## config.mk

```make
export PLATFORM = sky130hd
export DESIGN_NAME = seg7_capture
export DESIGN_NICKNAME = d
export VERILOG_FILES = /design/src/rtl/seg7_capture.sv
export SDC_FILE = /design/constraint.sdc
export NUM_CORES = 1
export LEC_CHECK = 0
export ABC_AREA = 1
export CORE_MARGIN = 2
export CORE_UTILIZATION = 50
export CTS_CLUSTER_DIAMETER = 80
export DETAILED_ROUTE_END_ITERATION = 16
export PLACE_DENSITY = 0.72
export REMOVE_ABC_BUFFERS = 1
export SLEW_MARGIN = 20
export SYNTH_ARGS = -nofsm -noshare
export SYNTH_HDL_FRONTEND = slang
export SYNTH_SLANG_ARGS = --single-unit
```

## constraint.sdc

```tcl
create_clock -name CLK -period 2.2 [get_ports CLK]
set_input_delay 0.44 -clock CLK [delete_from_list [all_inputs] [get_ports CLK]]
set_output_delay 0.44 -clock CLK [all_outputs]
set_load 0.005 [all_outputs]
```

## src/rtl/seg7_capture.sv

```systemverilog
// Reads back a multiplexed active-low seven-segment bus and reconstructs the
// hex value on each digit, committing only after a run of identical samples.
module seg7_capture #(
  parameter int NUM_DIGITS   = 4,
  parameter int STABLE_COUNT = 3,
  parameter int CNT_W        = 4
) (
  input  logic                    CLK,
  input  logic                    RESET,
  input  logic                    SAMPLE_EN,
  input  logic [6:0]              SEGMENTS,
  input  logic [NUM_DIGITS-1:0]   DIGIT_SEL_N,
  output logic [4*NUM_DIGITS-1:0] DATA,
  output logic [NUM_DIGITS-1:0]   DIGIT_VALID,
  output logic [NUM_DIGITS-1:0]   DIGIT_ERR,
  output logic                    UPDATE
);

  localparam int IDX_W = (NUM_DIGITS > 1) ? $clog2(NUM_DIGITS) : 1;
  localparam logic [CNT_W-1:0] CNT_MAX = CNT_W'(STABLE_COUNT);
  localparam logic [CNT_W-1:0] CNT_PRE = CNT_W'(STABLE_COUNT - 1);

  logic [4*NUM_DIGITS-1:0] data_q;
  logic [NUM_DIGITS-1:0]   valid_q;
  logic [NUM_DIGITS-1:0]   err_q;
  logic                    update_q;
  logic [CNT_W-1:0]        cnt_q;
  logic [IDX_W-1:0]        last_idx_q;
  logic [6:0]              last_seg_q;

  logic [NUM_DIGITS-1:0] sel;
  logic                  sel_one;
  logic [IDX_W-1:0]      idx;
  logic                  match;
  logic [3:0]            dec_nib;
  logic                  dec_legal;
  logic                  dec_blank;
  logic [3:0]            cur_nib;
  logic [3:0]            new_nib;
  logic                  new_err;
  logic                  changed;

  // Segment pattern to nibble; the inverse of the display encoder.
  always_comb begin
    dec_nib   = 4'h0;
    dec_legal = 1'b1;
    dec_blank = 1'b0;
    case (SEGMENTS)
      7'h40: dec_nib = 4'h0;
      7'h79: dec_nib = 4'h1;
      7'h24: dec_nib = 4'h2;
      7'h30: dec_nib = 4'h3;
      7'h19: dec_nib = 4'h4;
      7'h12: dec_nib = 4'h5;
      7'h02: dec_nib = 4'h6;
      7'h78: dec_nib = 4'h7;
      7'h00: dec_nib = 4'h8;
      7'h18: dec_nib = 4'h9;
      7'h08: dec_nib = 4'hA;
      7'h03: dec_nib = 4'hB;
      7'h46: dec_nib = 4'hC;
      7'h21: dec_nib = 4'hD;
      7'h06: dec_nib = 4'hE;
      7'h0E: dec_nib = 4'hF;
      7'h7F: begin
        dec_legal = 1'b0;
        dec_blank = 1'b1;
      end
      default: dec_legal = 1'b0;
    endcase
  end

  // A sample qualifies only when exactly one select is driven low.
  always_comb begin
    sel     = ~DIGIT_SEL_N;
    sel_one = (sel != '0) && ((sel & (sel - NUM_DIGITS'(1))) == '0);
    idx     = '0;
    for (int i = 0; i < NUM_DIGITS; i++) begin
      if (sel[i]) idx = IDX_W'(i);
    end
  end

  always_comb begin
    match   = (idx == last_idx_q) && (SEGMENTS == last_seg_q);
    cur_nib = data_q[4*idx +: 4];
    new_nib = dec_legal ? dec_nib : cur_nib;
    new_err = !dec_legal && !dec_blank;
    changed = (new_nib != cur_nib) || (dec_legal != valid_q[idx]) ||
              (new_err != err_q[idx]);
  end

  // UPDATE is a single-cycle strobe with no back-pressure: it is high for the
  // one cycle after a commit that altered that digit's DATA/VALID/ERR.
  always_ff @(posedge CLK) begin
    if (RESET) begin
      data_q     <= '0;
      valid_q    <= '0;
      err_q      <= '0;
      update_q   <= 1'b0;
      cnt_q      <= '0;
      last_idx_q <= '0;
      last_seg_q <= '0;
    end else begin
      update_q <= 1'b0;
      if (SAMPLE_EN) begin
        if (!sel_one) begin
          cnt_q <= '0;
        end else if (match) begin
          if (cnt_q != CNT_MAX) cnt_q <= cnt_q + 1'b1;
          // Commit only on the transition into STABLE_COUNT, never while saturated.
          if (cnt_q == CNT_PRE) begin
            data_q[4*idx +: 4] <= new_nib;
            valid_q[idx]       <= dec_legal;
            err_q[idx]         <= new_err;
            update_q           <= changed;
          end
        end else begin
          last_idx_q <= idx;
          last_seg_q <= SEGMENTS;
          cnt_q      <= CNT_W'(1);
        end
      end
    end
  end

  assign DATA        = data_q;
  assign DIGIT_VALID = valid_q;
  assign DIGIT_ERR   = err_q;
  assign UPDATE      = update_q;

endmodule

```

==> metrics.txt <==
# TYPE chip_impl_metric gauge
chip_impl_info{name="result_of_the_run",value="completed"} 1
chip_impl_metric{name="setup.reg_to_reg.worst_slack",unit="ns"} 0.48
chip_impl_metric{name="ys_seq_elements",unit=""} 38
chip_impl_metric{name="die_w",unit="microns"} 71.7
chip_impl_metric{name="floorplan.core_area",unit="sq um"} 4380
chip_impl_metric{name="dr_total_vias",unit=""} 2564
chip_impl_metric{name="postRouteAntennaNets",unit=""} 0
chip_impl_metric{name="drt_iter0_drc",unit=""} 123
chip_impl_metric{name="timing.final.crit_share",unit="%"} 94.3
chip_impl_metric{name="maxSlewViolCount",unit=""} 0
chip_impl_info{name="tritoncts",value="yes"} 1
chip_impl_metric{name="number_of_cell_rows",unit=""} 24
chip_impl_info{name="crit_type",value="in2reg"} 1
chip_impl_metric{name="cellPowerDensity",unit="nW/um^2"} 466
chip_impl_info{name="critPathCaptureType",value="register"} 1
chip_impl_metric{name="register_area",unit="sq um"} 761
chip_impl_metric{name="areaGrowthSynthToFinish",unit="%"} 41.5
chip_impl_metric{name="clock-skew-final",unit="ns"} 0.00711
chip_impl_metric{name="floorplan.die_area",unit="sq um"} 5140
chip_impl_metric{name="grt_start_max_net_pins",unit=""} 28
chip_impl_metric{name="vdd.ir_drop.worst",unit="V"} 0.000288
chip_impl_info{name="cell_types_with_the_largest_area_share_after_synthesis",value="dfxtp_1 33%, nand2_1 14%, nor2_1 12%"} 1
chip_impl_metric{name="ys_types",unit=""} 29
chip_impl_metric{name="viasPerCell",unit=""} 5.05
chip_impl_info{name="critPathMostFrequentCell",value="nand2_1"} 1
chip_impl_info{name="synth_common_cells",value="83 x nand2_1, 75 x nor2_1, 38 x dfxtp_1, 34 x inv_1, 32 x o21ai_0"} 1
chip_impl_metric{name="worst-endpoint-required",unit="ns"} 2.44
chip_impl_metric{name="worst_slew_margin",unit="%"} 82.1
chip_impl_info{name="root_buffer",value="clkbuf_8"} 1
chip_impl_metric{name="comb_power_share",unit="%"} 19.2
chip_impl_metric{name="synth_seq_area_share",unit="%"} 33.2
chip_impl_metric{name="pin_count",unit=""} 39
chip_impl_metric{name="critical-path-max-stage-delay",unit="ns"} 0.52
chip_impl_metric{name="n_antenna_cell",unit=""} 0
chip_impl_metric{name="cell_count_of_the_worst_reg_to_reg_path",unit=""} 12
chip_impl_metric{name="crit_buf_inv",unit=""} 5
chip_impl_metric{name="p_sw_share",unit="%"} 28.4
chip_impl_metric{name="drt-pass1-iter-count",unit=""} 4
chip_impl_metric{name="netlist_area",unit="sq um"} 2290
chip_impl_metric{name="fmax",unit="MHz"} 482
chip_impl_metric{name="cap_viol_max_count",unit=""} 0
chip_impl_metric{name="gp_congestion",unit=""} 0.966
chip_impl_info{name="worstHoldPathType",value="reg2reg"} 1
chip_impl_metric{name="grt_pass1_wl",unit="mm"} 10.3
chip_impl_metric{name="worst-endpoint-arrival",unit="ns"} 2.31
chip_impl_metric{name="worstMarginPinSlew",unit="ns"} 0.268
chip_impl_metric{name="power.internal",unit="uW"} 1080
chip_impl_metric{name="p_sw",unit="uW"} 430
chip_impl_metric{name="cp.depth",unit=""} 13
chip_impl_metric{name="postSynthAreaPerCell",unit="sq um"} 6.28
chip_impl_metric{name="wl",unit="mm"} 6.47
chip_impl_metric{name="wl_per_cell",unit="microns"} 12.7
chip_impl_metric{name="clock_insertion_delay_worst_skew",unit="ns"} 0.30
chip_impl_metric{name="ys_warn_count",unit=""} 0
chip_impl_metric{name="final.fill_count",unit=""} 373
chip_impl_metric{name="synth_top_area_share",unit="%"} 33.2
chip_impl_info{name="most_frequently_used_cell_type_in_the_post_synthesis_netlist",value="nand2_1"} 1
chip_impl_metric{name="antenna_found_initial",unit=""} 0
chip_impl_metric{name="place_hpwl",unit="mm"} 4.91
chip_impl_metric{name="power_after_layout",unit="uW"} 1510
chip_impl_metric{name="initial_core_util",unit="%"} 52.3
chip_impl_metric{name="hold_viol_final",unit=""} 0
chip_impl_metric{name="worst_path_fanout_max",unit=""} 4
chip_impl_metric{name="synthCells",unit=""} 365
chip_impl_metric{name="globalRouteOverflowTotal",unit=""} 0
chip_impl_metric{name="groute.usage.overall",unit="%"} 25.3
chip_impl_metric{name="first_global_vias",unit=""} 2343
chip_impl_metric{name="synthArstFlopShare",unit="%"} 0
chip_impl_metric{name="multi_input_gate_area_in_the_final_layout",unit="sq um"} 1390
chip_impl_metric{name="min_path_cells",unit=""} 2
chip_impl_metric{name="drive_above_1_share",unit="%"} 21.7
chip_impl_metric{name="num-nets-final",unit=""} 471
chip_impl_metric{name="power_leakage",unit="uW"} 0.00155
chip_impl_metric{name="htree_levels",unit=""} 2
chip_impl_info{name="crit_path_cell_trace",value="clkdlybuf4s50_1 -> inv_1 -> a21oi_1 -> buf_4 -> nand2_1 -> a21oi_1 -> inv_1 -> buf_4 -> nand2_1 -> nand2_1 -> nand3_1 -> nor2_1 -> nor2_1"} 1
chip_impl_metric{name="fp.dieH",unit="microns"} 71.7
chip_impl_metric{name="cts_made_buffers",unit=""} 5
chip_impl_info{name="critPathTopFamily",value="buffers and inverters"} 1
chip_impl_metric{name="holdWs",unit="ns"} 0.482
chip_impl_metric{name="port_buffers",unit=""} 38
chip_impl_info{name="ys_dominant_reg_cell",value="dfxtp_1"} 1
chip_impl_metric{name="layout_min_cycle_time",unit="ns"} 2.07
chip_impl_metric{name="p_seq_share",unit="%"} 46.8
chip_impl_metric{name="synth_edf_count",unit=""} 0
chip_impl_info{name="timing.critical_path.from_type",value="primary input"} 1
chip_impl_metric{name="clock_tree.buffer_depth",unit=""} 2
chip_impl_metric{name="clkSlewWorstSetupHoldPaths",unit="ns"} 0.08
chip_impl_info{name="critical_path.slowest_cell",value="clkdlybuf4s50_1"} 1
chip_impl_metric{name="final-setup-viol-count",unit=""} 0
chip_impl_metric{name="clock_power_share",unit="%"} 33.9
chip_impl_metric{name="cts_sinks",unit=""} 38
chip_impl_metric{name="drc_errors",unit=""} 0
chip_impl_info{name="synth_top_area_cell",value="dfxtp_1"} 1
==> worst reg2reg max path: cells and delay by family (launching register included) <==
kind | cells | cell delay (ns)
simple gates | 8 | 0.80
buf+inv | 3 | 0.38
flops | 1 | 0.32
compound gates | 1 | 0.14
==> area by class of cell <==
class / count / share of cell area [%]
inverters: 41 / 4.78
repair buffers: 89 / 23.9
well taps: 52 / 2.00
clock buffers: 6 / 2.54
multi-input cells: 280 / 42.9
flip-flops and latches: 38 / 23.4
clock inverters: 2 / 0.386
==> state kept, by name (all words and copies together), names as in the netlist <==
signal,flops
DATA,16
DIGIT_ERR,4
DIGIT_VALID,4
UPDATE,1
cnt_q,4
last_idx_q,2
last_seg_q,7
==> cell families (layout without fill, tap and decap cells) <==
kind of cell	Yosys count	in the layout	share of synthesized area [%]
adders and majority gates	2	2	1.09
xor gates and xnor gates	7	7	2.67
and+or+nand+nor	200	200	38.5
AOI/OAI and AO/OA	71	71	16.5
buffers and inverters	47	138	8.07
DFF	38	38	33.2
==> through the flow <==
step                      util (%)  worst slack, ns  TNS, ns  instances  area (sq um)
after floorplan                  -            0.465        0        359          2260
final                         74.0            0.125        0        508          3250
after global routing          74.0          -0.0277  -0.0551        508          3250
after CTS                     72.5           0.0359        0        507          3180
after detailed placement      70.3           -0.262    -7.70        499          3080
after global placement        70.3           -0.224    -6.32        499          3080
==> repair_timing <==
item,4_1_cts,5_1_grt
gates resized for setup,0,25
buffers inserted,0,1
endpoints found under the setup margin,0,36
hold buffers,0,0
==> cells in the final DEF (no fill, tap or decap), drive strengths merged, types with 5 or more instances in the layout <==
master	Yosys	routed
clkbuf	3	6
dlymetal6s2s	0	5
inv	41	40
nor2	82	82
buf	3	51
nand3	24	24
nand2	86	86
o21ai	38	38
a21oi	26	26
dfxtp	38	38
clkdlybuf4s50	0	33
==> power by group through the flow <==
stage          sequential (uW)  combinational, uW  clock, uW
2_1_floorplan              723                139          0
3_3_place_gp               724                274          0
3_5_place_dp               725                276          0
4_1_cts                    709                279        521
5_1_grt                    710                322        543
6_report                   708                291        513
==> per-layer routing <==
metal / GRT usage, % / wire length [microns]
met1: 30.1 / 2850
met4: 9.22 / 106
met5: 0 / 0
met3: 4.78 / 279
met2: 45.1 / 3240
==> worst paths after layout <==
kind                                              endpoint                  startpoint
worst max-delay path                     UPDATE$_SDFF_PP0_              DIGIT_SEL_N[1]
worst min-delay path            last_idx_q[0]$_SDFFE_PP0P_  last_idx_q[0]$_SDFFE_PP0P_
worst max register to register       cnt_q[3]$_SDFFE_PP0P_  last_seg_q[4]$_SDFFE_PP0P_
worst min register to register  last_idx_q[0]$_SDFFE_PP0P_  last_idx_q[0]$_SDFFE_PP0P_
No activity file was read; power rests on OpenSTA's default activity.
